$ cat src/rtl/alu_pkg.sv
// Shared op and FSM state encodings for the bit-serial ALU.
package alu_pkg;

  typedef enum logic [1:0] {
    OP_AND = 2'b00,
    OP_ADD = 2'b01,
    OP_OR  = 2'b10,
    OP_XOR = 2'b11
  } alu_op_e;

  typedef enum logic [1:0] {
    StIdle = 2'b00,
    StRun  = 2'b01,
    StDone = 2'b10
  } alu_state_e;

endpackage

$ cat src/rtl/alu_slice.sv
// One-bit AND/ADD/OR/XOR slice; carry out is only meaningful for ADD.
module alu_slice
  import alu_pkg::*;
(
  input  logic a,
  input  logic b,
  input  logic cin,
  input  logic s1,
  input  logic s0,
  output logic y,
  output logic cout
);

  alu_op_e op;

  always_comb begin
    op   = alu_op_e'({s1, s0});
    y    = 1'b0;
    cout = 1'b0;
    unique case (op)
      OP_AND: y = a & b;
      OP_ADD: begin
        y    = a ^ b ^ cin;
        cout = (a & b) | (a & cin) | (b & cin);
      end
      OP_OR:  y = a | b;
      OP_XOR: y = a ^ b;
      default: y = 1'b0;
    endcase
  end

endmodule

$ cat src/rtl/serial_alu.sv
// Bit-serial ALU: operands consumed LSB first through one alu_slice, result shifted in at MSB.
module serial_alu
  import alu_pkg::*;
#(
  parameter int unsigned WIDTH = 8
) (
  input  logic             clk,
  input  logic             rstN,
  input  logic             start,
  input  logic [WIDTH-1:0] inA,
  input  logic [WIDTH-1:0] inB,
  input  logic             cin,
  input  logic             s1,
  input  logic             s0,
  output logic             busy,
  output logic             done,
  output logic [WIDTH-1:0] result,
  output logic             cout,
  output logic             ovf,
  output logic             zero
);

  localparam int unsigned CntW = $clog2(WIDTH);
  localparam logic [CntW-1:0] LastCnt = CntW'(WIDTH - 1);

  alu_state_e       state_q;
  alu_op_e          op_q;
  logic [WIDTH-1:0] a_q, b_q, result_q;
  logic [CntW-1:0]  cnt_q;
  logic             carry_q, last_q;
  logic             busy_q, done_q, cout_q, ovf_q;
  logic             slice_y, slice_cout;

  alu_slice u_slice (
    .a    (a_q[0]),
    .b    (b_q[0]),
    .cin  (carry_q),
    .s1   (op_q[1]),
    .s0   (op_q[0]),
    .y    (slice_y),
    .cout (slice_cout)
  );

  always_ff @(posedge clk) begin
    if (!rstN) begin
      state_q  <= StIdle;
      op_q     <= OP_AND;
      a_q      <= '0;
      b_q      <= '0;
      result_q <= '0;
      cnt_q    <= '0;
      carry_q  <= 1'b0;
      last_q   <= 1'b0;
      busy_q   <= 1'b0;
      done_q   <= 1'b0;
      cout_q   <= 1'b0;
      ovf_q    <= 1'b0;
    end else begin
      done_q <= 1'b0;
      unique case (state_q)
        StIdle, StDone: begin
          if (start) begin
            op_q    <= alu_op_e'({s1, s0});
            a_q     <= inA;
            b_q     <= inB;
            carry_q <= (alu_op_e'({s1, s0}) == OP_ADD) ? cin : 1'b0;
            cnt_q   <= '0;
            last_q  <= 1'b0;
            busy_q  <= 1'b1;
            state_q <= StRun;
          end else begin
            state_q <= StIdle;
          end
        end
        StRun: begin
          // One settle cycle after the MSB so done lands WIDTH+1 edges after accept.
          if (last_q) begin
            last_q  <= 1'b0;
            busy_q  <= 1'b0;
            done_q  <= 1'b1;
            state_q <= StDone;
          end else begin
            a_q      <= a_q >> 1;
            b_q      <= b_q >> 1;
            carry_q  <= slice_cout;
            result_q <= {slice_y, result_q[WIDTH-1:1]};
            if (cnt_q == LastCnt) begin
              cnt_q  <= '0;
              last_q <= 1'b1;
              cout_q <= slice_cout;
              ovf_q  <= carry_q ^ slice_cout;
            end else begin
              cnt_q <= cnt_q + CntW'(1);
            end
          end
        end
        default: state_q <= StIdle;
      endcase
    end
  end

  assign busy   = busy_q;
  assign done   = done_q;
  assign result = result_q;
  assign cout   = cout_q;
  assign ovf    = ovf_q;
  assign zero   = (result_q == '0);

endmodule
$ cat config.mk
export PLATFORM = sky130hd
export DESIGN_NAME = serial_alu
export DESIGN_NICKNAME = d
export VERILOG_FILES = /design/src/rtl/alu_pkg.sv /design/src/rtl/alu_slice.sv /design/src/rtl/serial_alu.sv
export SDC_FILE = /design/constraint.sdc
export NUM_CORES = 1
export LEC_CHECK = 0
export CORE_AREA = 4 4 78 72
export CTS_CLUSTER_DIAMETER = 30
export DETAILED_ROUTE_END_ITERATION = 10
export DIE_AREA = 0 0 82 76
export GPL_TIMING_DRIVEN = 0
export SLEW_MARGIN = 10
export SYNTH_ARGS = -nofsm -noshare
export SYNTH_HDL_FRONTEND = slang
export SYNTH_HIERARCHICAL = 1
export SYNTH_SLANG_ARGS = --single-unit
$ cat constraint.sdc
create_clock -name clk -period 3.1 [get_ports clk]
set_clock_uncertainty 0.1 [all_clocks]
set_input_delay 0.31 -clock clk [delete_from_list [all_inputs] [get_ports clk]]
set_output_delay 0.31 -clock clk [all_outputs]
set_load 0.005 [all_outputs]
# After elaboration in Yosys (flattened, before gate mapping)
# Cells that the tools add are included.
# classes
addsub,1
n_eq_ne,10
muxes,27
n_bitwise,10
n_reduce_logical,12
# ops
cell,n
$mux 8,4
$pmux 8 s2,2
$mux 1,11
$mux 3,3
$reduce_and 3->1,3
$logic_not 8->1,1
$reduce_and 2->1,4
$eq 2x1->1 const B,3
$eq 2x2->1 const B,3
$ne 2x2->1 const B,3
$pmux 1 s2,3
$pmux 3 s2,1
$logic_not 2->1,2
$pmux 1 s4,1
$pmux 2 s2,1
$add 3x1->3 const B,1
$and 1x1->1,3
$eq 3x3->1 const B,1
$or 1x1->1,3
$xor 1x1->1,3
$mux 2,1
$reduce_bool 2->1,1
$reduce_or 2->1,1
$not 1->1,1
# word_totals
register_bits,37
output_inout_bits,13
wordCells,72

# Depth between registers and ports, before layout
# logic_depth
ltp_word,6
ltp_mapped,6
ltp_nobuf,6

# Hierarchy
# Netlist, hierarchy kept.
# by_module_without_submodules
module,n_inst,cells_per_inst,area_each_um2,seq_area_each_um2
serial_alu,1,167,1549.0,740.7
alu_slice,1,9,86.3,0.0

# Worst setup path before layout
# OpenSTA, ideal clock, no wires.
# synth_timing
path_type,register -> register
from,register a_q[0]
to,register result_q[7] (netlist: result[7])
setup_ns,0.132
t_arrival_ns,1.331
path_slack_ns,1.536
stages_incl_launch_ff,5
n_path_buf,0
cell_sequence,dfxtp_1 -> fa_1 -> mux4_2 -> nand2_1 -> a21oi_1
# synth_between
elab_chain_len,3
# synth_rtl
element,line,text
from (decl),serial_alu.sv:28,"logic [WIDTH-1:0] a_q, b_q, result_q;"
from (signal assigned),serial_alu.sv:64,a_q <= inA;
from (signal assigned),serial_alu.sv:83,a_q <= a_q >> 1;
$xor 1x1->1,"alu_slice.sv:23, alu_slice.sv:27",
$xor 1x1->1,alu_slice.sv:23,y = a ^ b ^ cin;
$pmux 1 s4 (*),alu_slice.sv:20,unique case (op)
via slice_y,serial_alu.sv:32,"logic slice_y, slice_cout;"
to (signal assigned),serial_alu.sv:86,"result_q <= {slice_y, result_q[WIDTH-1:1]};"
to (decl),serial_alu.sv:28,
# The timed path passes the listed nets; every way through them passes the cells marked *.
# A chain may end at the register's enable or synchronous reset.

# Worst setup path after layout
# layout_timing
from,register result_q[3] (netlist: result[3])
to,output port zero
# layout_between
elab_chain_len,1
# layout_rtl
element,line,text
$logic_not 8->1,serial_alu.sv:107,assign zero = (result_q == '0);
to (decl),serial_alu.sv:20,output logic zero
# Every way passes these cells.

==> out/metrics.yaml <==
status: "completed"
drt-initial-drc-count: 66
synth-main-ff-cell: "dfxtp_1"
drive_gt1_share_pct: 9.217
drc: 0
start_kind: "flip-flop"
fin_crit_ps: 2164
syn_area_per_cell_um2: 9.292
fillers: 492
path_cells: "or4_1, nor2_1, clkdlybuf4s50_1"
grt_pass1_vias: 1342
path_delay_family: "simple AND/OR/NAND/NOR gates"
h-tree-depth: 2
cts.hold.buffers_added: 0
yosysMostFrequentCell: "dfxtp_1"
syn_inst: 176
synth_top_area_share_pct: 45.29
holdCritPathClass: "flip-flop to flip-flop"
slew_headroom_pct: 67.10
yosysSeqAreaShare_pct: 45.29
synth.cell_area_um2: 1635
area_growth_pct: 32.13
finalHoldViolations: 0
antenna_found_initial: 0
regArea_um2: 740.7
async_reset_ff_share_pct: 0
cts_tree: "yes"
seqPwrFrac_pct: 48.1
synth_seq_cells: 37
synth_cell_types: 33
p_sw_share_pct: 24.51
finalCritPeriodShare_pct: 69.80
viasPerCell: 4.965
die_width_um: 82
cpPeakStageDelay_ps: 520
root_buffer: "clkbuf_8"
multiInputGateArea_um2: 805.8
final_antenna_net_count: 0
grt_pass1_wl_mm: 6.403
grt_start_max_net_pins: 12
worstSetupEndpointType: "primary output"
tightest_slew_ps: 493.5
powerDensity_nw_per_um2: 504.4
port_buffers: 34
dr.pass1.iters: 4
cts_buffers: 5
ios: 35
cp_num_buf_inv: 1
dpl.hpwl_mm: 2.768
place.gp.congestion: 0.7502
arrival_ps: 1750
start_util_pct: 34.04
diodes: 0
die_area_um2: 6232
ctsResizeCount: 0
p_sw_w: 0.0002671
path_max_fanout: 4
vias: 1400
path_class: "flip-flop to primary output"
clk_latency_ps: 290
die-height_um: 76
setup_viol: 0
drv_cap: 0
rows: 24
cts_sinks: 37
synthTopCellsByArea: "dfxtp_1, mux2i_1, a211oi_1, nand2_1, nor3_1"
crit_required_ps: 2690
rsz0062_at_grt: "no"
slew_viol_final: 0
overflow: 0
intPower_w: 0.0008227
core-area_um2: 4805
ys_warn_count: 6
stdcell_area_um2: 2161
grt.total_usage_pct: 13.10
synthTopCellsByCount: "dfxtp_1, nand2_1, nor3_1"
combPwrFrac_pct: 15.2
wl_per_cell_um: 13.60
cts_max_path_buffers: 2
place_area_um2: 2057
worst_path_max_delay_cell: "or4_1"
leakage_nw: 0.8465
final_nets: 244
ir_drop_v: 0.0002990
cts.clk_slew.worst_paths_ps: 70
p_clk_share_pct: 36.7
synth_fp_nets: 203
max_freq_mhz: 462.2
yosysTopAreaCell: "dfxtp_1"
drt_wl_total_mm: 3.836
post_cts_buffers: 0
tns_ps: 0
synth_edf_count: 0
[worst min-delay path: cells and delay by family (launching register included)]
kind	cells	cell delay [ps]
flops	1	310
compound gates	1	60
simple gates	1	60
[cell type report]
| type | instances | share of cell area, % |
|---|---|---|
| sequential | 37 | 34.28 |
| tap | 65 | 3.764 |
| clock buffer | 5 | 3.185 |
| timing repair buffer | 34 | 15.75 |
| inverter | 5 | 0.8686 |
| clock inverter | 2 | 1.621 |
| buffer | 13 | 3.243 |
| multi-input combinational | 121 | 37.29 |
[cells in the final DEF (no fill, tap or decap), types with 5 or more instances in the layout]
cell,count
a211oi_1,15
a21oi_1,15
buf_2,5
clkbuf_8,5
clkdlybuf4s50_1,34
dfxtp_1,37
mux2i_1,15
nand2_1,23
nor2_1,7
nor3_1,17
[state kept, by name, indices dropped and copies added (netlist names)]
signal and cells:
cout 1, a_q 8, busy 1, b_q 8, result 8, state_q 2, done 1, op_q 2
carry_q 1, last_q 1, cnt_q 3, ovf 1
[worst paths after layout]
| path | startpoint | end | slack (ps) | cells past startpoint |
|---|---|---|---|---|
| max | result[3]$_SDFFE_PN0P_ | zero | 940 | 3 |
| max reg2reg | state_q[0]$_SDFFE_PN0N_ | a_q[5]$_SDFFE_PN0P_ | 1430 | 5 |
| min reg2reg | b_q[7]$_SDFFE_PN0P_ | b_q[7]$_SDFFE_PN0P_ | 370 | 2 |
| min | b_q[7]$_SDFFE_PN0P_ | b_q[7]$_SDFFE_PN0P_ | 370 | 2 |
[power groups by stage]
stage	sequential (W)	clock [W]	combinational, W
global placement	0.000535	0	0.000164
global route	0.000529	0.000428	0.000186
detailed placement	0.000536	0	0.000167
finish	0.000524	0.000399	0.000166
CTS	0.000525	0.000413	0.000168
floorplan	0.000531	0	0.000108
[metrics by stage]
step                      worst slack (ps)  total power, W  hold slack, ps  util (%)  instances
after CTS                            914.4        0.001106           375.4     44.97        282
after global placement                1080       0.0006999           358.0     42.81        275
after floorplan                       1536       0.0006385           346.0         -        176
after detailed placement              1020       0.0007027           365.1     42.81        275
after global routing                 861.9        0.001143           406.8     44.97        282
final                                936.2        0.001090           372.7     44.97        282
[logic make-up (layout without fill, tap and decap cells)]
logic type,Yosys count,count (layout),share of synthesized area [%]
AOI/OAI and AO/OA,36,36,14.15
xor gates and xnor gates,1,1,0.5357
and+or+nand+nor,63,63,19.74
buffers and inverters,18,59,5.431
adders and majority gates,5,5,4.285
DFF,37,37,45.29
muxes,16,16,10.56
[per-layer routing]
metal  track usage, %  wire length (um)  vias up
met1            17.88              1831      664
met5                0                 0        -
li1                 -                 -      712
met2            19.22              1785       18
met3            3.191               134        6
met4            5.980                85        0
No activity file was read; power rests on OpenSTA's default activity.
==> edit 1, RTL diff (config.mk and constraints unchanged) <==
The 3 states of `alu_state_e` get a one-hot encoding in 3 bits.
--- a/src/rtl/alu_pkg.sv
+++ b/src/rtl/alu_pkg.sv
@@ -9,8 +9,8 @@
   } alu_op_e;
 
-  typedef enum logic [1:0] {
-    StIdle = 2'b00,
-    StRun  = 2'b01,
-    StDone = 2'b10
+  typedef enum logic [2:0] {
+    StIdle = 3'b001,
+    StRun  = 3'b010,
+    StDone = 3'b100
   } alu_state_e;
 
Check against the original RTL: no difference found for any inputs over 10 cycles, from zero or initial values and one cycle with rstN low; not proved beyond that.
==> edit 1 against the unedited design <==
- setup slack got worse by 0.0082 ns
- largest cell class unchanged
- first-iteration DRC count grew 20%
- final area rose by 5.8%
- area after synthesis rose by 8.4%
- power decreased by 5.6%
- hold slack worse by 0.0024 ns
- sequential power up 2%
- routed wire length rose by 9.7%
- sequential cell count rose by 1
==> edit 1: results (changes against the unedited design) <==
Worst hold path
  – Worst Hold Launch: cnt_q[2]

Final layout
  – FF+latch area: 760.7 sq um (+2.7%)
  – NonClk Buf Share: 18.72% (-0.27 points)
  – Clkbuf count: 7 (+2)
  – Final Non-Filler Cells: 292 (+3.5%)
  – Fillers: 498 (+1.2%)
  – Share of cells above drive strength 1: 13.66% (+4.4 points)
  – Sequential share of cell area: 33.28% (-1.0 points)
  – Buffers excl. clock: 49 (+4.3%)
  – Multi-input gate share of the layout cell area: 39.63% (+2.3 points)
  – Final net count: 253 (+3.7%)

Route
  – Via-to-Cell Ratio: 5.257 (+5.9%)
  – Met1 wire length: 2022 um (+10%)
  – Drt first-iter violations: 79 (+20%)

Placement
  – Placer Congestion: 0.7766 (+3.5%)
  – DP Wirelength: 2977 um (+7.6%)
  – Dpl ws: 0.9909 ns (-0.02905 ns)
  – Cell Area, Placed: 2195 sq um (+6.7%)

Setup path
  – Reg2reg setup slack: 1.39 ns (-0.04 ns)
  – RR Startpoint: state_q[1]

Logic synthesis
  – Post-synthesis adder-cell area fraction: 3.952% (-0.33 points)
  – Mapped Cells: 185 (+5.1%)
  – Complex-gate fraction of the synthesized area: 21.24% (+7.1 points)
  – Synth Register Bits: 38 (+2.7%)
  – Post-synthesis sequential area ratio: 42.91% (-2.4 points)
  – Distinct cell type count after synthesis: 34 (+3.0%)
  – Synth cell count leaders: dfxtp_1, a21oi_1, nand2_1
  – Net count after synthesis: 212 (+4.4%)

Power and ir drop
  – Leak: 0.8290 nW (-2.1%)
  – Internal power: 0.7690 mW (-6.5%)
  – Sequential power share: 52.1% (+4.0 points)
  – Peak supply drop: 0.0002897 V (-3.1%)

Run status
  – Status: complete, no violations

GRT
  – Total track usage: 14.45% (+1.4 points)
  – Global Route met3 Usage: 3.546% (+0.35 points)
  – M1 GR Usage: 19.56% (+1.7 points)
  – Global Route met2 Usage: 22.21% (+3.0 points)
  – Vias in the first global route: 1522 (+13%)

Timing
  – Max-slew headroom: 58.65% (-8.5 points)
-- edit 1: cell count changes after synthesis, sizes merged, moves of 3 or more --
cell | before | now
nor3 | 17 | 0
o41ai | 0 | 15
a211oi | 15 | 1
a21oi | 15 | 29
o21ai | 1 | 6
nand3 | 3 | 6
nor2 | 7 | 4
-- edit 1: worst min-delay path by stage --
| stage | to | cells after the start |
|---|---|---|
| 2_1_floorplan | cnt_q[1] | 2 |
| 3_3_place_gp | cnt_q[1] | 2 |
| 3_5_place_dp | cnt_q[2] | 2 |
| 4_1_cts | cnt_q[2] | 2 |
| 5_1_grt | cnt_q[2] | 2 |
| 6_report | cnt_q[2] | 2 |
-- edit 1: logic make-up after synthesis --
logic type / Yosys count
compound gates: 57
xor+xnor: 1
fa+ha+maj: 5
buf+inv: 20
flops: 38
mux: 15
simple gates: 49
-- edit 1: worst max-delay path: cells and delay by family, from the launching register on --
kind                   cells  cell delay, ns
DFF                        1            0.34
buffers and inverters      1            0.50
and+or+nand+nor            2            0.63
==> edit 2, RTL diff (same settings) <==
Made on the original files. Change the parameter `WIDTH` from 8 to 16.
--- a/src/rtl/serial_alu.sv
+++ b/src/rtl/serial_alu.sv
@@ -3,5 +3,5 @@
   import alu_pkg::*;
 #(
-  parameter int unsigned WIDTH = 8
+  parameter int unsigned WIDTH = 16
 ) (
   input  logic             clk,
Interface: changed (resized inA, inB and result); port bits go from 35 to 59. The function was not compared with the original's and may differ.
==> edit 2 against the unedited design <==
- critical path depth unchanged
- first-iteration DRC count increased by 120%
- final cell count grew 66%
- sequential power is 69% higher
- final area rose by 63%
- setup slack worse by 0.0070 ns
- routed wire length increased by 72%
- sequential cell count increased by 25
- power is 74% higher
- area after synthesis increased by 62%
- critical path type unchanged
- largest cell class unchanged
- largest power group unchanged
==> edit 2: results (changes against the unedited design) <==
Setup path
  – RR Startpoint: state_q[0]
  – Crit path launch: result[3]
  – R2R Path End: a_q[10]
  – CP Capture Point: zero
  – Reg2reg setup slack: 1.27 ns (-0.16 ns)

GRT
  – First-pass GRT wire length: 10930 um (+71%)
  – M1 GR Usage: 28.05% (+10 points)
  – Global Route met2 Usage: 36.75% (+18 points)
  – Total track usage: 22.19% (+9.1 points)
  – Global Route met3 Usage: 7.447% (+4.3 points)
  – Vias in the first global route: 2365 (+76%)
  – Largest net degree at the start of global routing: 12 (unchanged)

Placement
  – Cell Area, Placed: 3309 sq um (+61%)
  – DP Wirelength: 4569 um (+65%)
  – IO Port Bufs: 58 (+71%)
  – Placer Congestion: 0.8731 (+16%)

Power and ir drop
  – Sw Share: 26.81% (+2.3 points)
  – Peak supply drop: 0.0003792 V (+27%)
  – Leak: 1.242 nW (+47%)

Logic synthesis
  – Synth area leader: dfxtp_1
  – Distinct cell type count after synthesis: 31 (-6.1%)
  – Net count after synthesis: 372 (+83%)
  – Post-synthesis sequential area ratio: 46.88% (+1.6 points)
  – Post-synth EDFFs: 0 (unchanged)
  – Synth area leaders: dfxtp_1, nand2_1, a311oi_1
  – Synth cell count leaders: nand2_1, dfxtp_1, nor3_1

Route
  – Metal3 WL: 332 um (+150%)
  – Routed len/inst: 14.10 um (+3.6%)
  – Met1 wire length: 2970 um (+62%)
  – Routed wl met2: 3212 um (+80%)
  – Drt first-iter violations: 142 (+120%)

Final layout
  – Fillers: 412 (-16%)
  – Share of cells above drive strength 1: 6.683% (-2.5 points)
  – Final net count: 441 (+81%)

Clock tree
  – Clock Latency Late Sink: 0.34 ns (+0.05 ns)
  – Clock Pin Slew Worst Setup and Hold Paths: 0.07 ns (about the same)
  – CTS resizes: 0 (unchanged)
  – Number of CTS-inserted buffers: 9 (+4)
  – Clock Path Buffers: 2 (unchanged)
  – H-tree levels: 3 (+1)

Worst hold path
  – Worst Hold Launch: result[0]
  – Hold EP: result[0]

Run status
  – Status: complete, no violations

Timing
  – Hold slack: 0.3788 ns (+0.006062 ns)
  – Period utilization: 70.02% (+0.22 points)
  – Max-slew headroom: 65.83% (-1.3 points)
edit 2: stage by stage:
step                utilization [%]  setup slack, ns  instances
CTS                           73.23           0.9213        469
finish                        73.23           0.9293        469
detailed placement            68.88           0.8265        453
floorplan                         -            1.533        330
global placement              68.88           0.8693        453
global route                  73.23           0.8120        469
edit 2: kinds of logic (layout without fill, tap and decap cells):
group | after synthesis | count (layout) | synth area share, %
buf+inv | 35 | 109 | 5.387
compound gates | 64 | 64 | 16.97
flops | 62 | 62 | 46.88
xor+xnor | 2 | 2 | 0.6617
fa+ha+maj | 4 | 4 | 2.174
mux | 1 | 1 | 0.8506
simple gates | 162 | 162 | 27.08
edit 2: worst max-delay path, stage by stage (launching register included):
cell and delay (ns):
dfxtp_1 0.34, nor4_1 0.35, and4_1 0.23, clkdlybuf4s50_1 0.49
edit 2: power groups by stage:
| stage | registers (mW) | logic [mW] | clock network (mW) |
|---|---|---|---|
| finish | 0.883 | 0.276 | 0.737 |
| CTS | 0.883 | 0.276 | 0.745 |
| global placement | 0.898 | 0.267 | 0 |
| floorplan | 0.891 | 0.173 | 0 |
| detailed placement | 0.900 | 0.274 | 0 |
| global route | 0.888 | 0.310 | 0.780 |
edit 2: cell type report:
class | count | area share, %
clock inverter | 5 | 1.636
buffer | 29 | 3.414
multi-input combinational | 233 | 35.92
timing repair buffer | 58 | 16.50
inverter | 6 | 0.6401
clock buffer | 11 | 4.303
sequential | 62 | 35.28
tap | 65 | 2.312
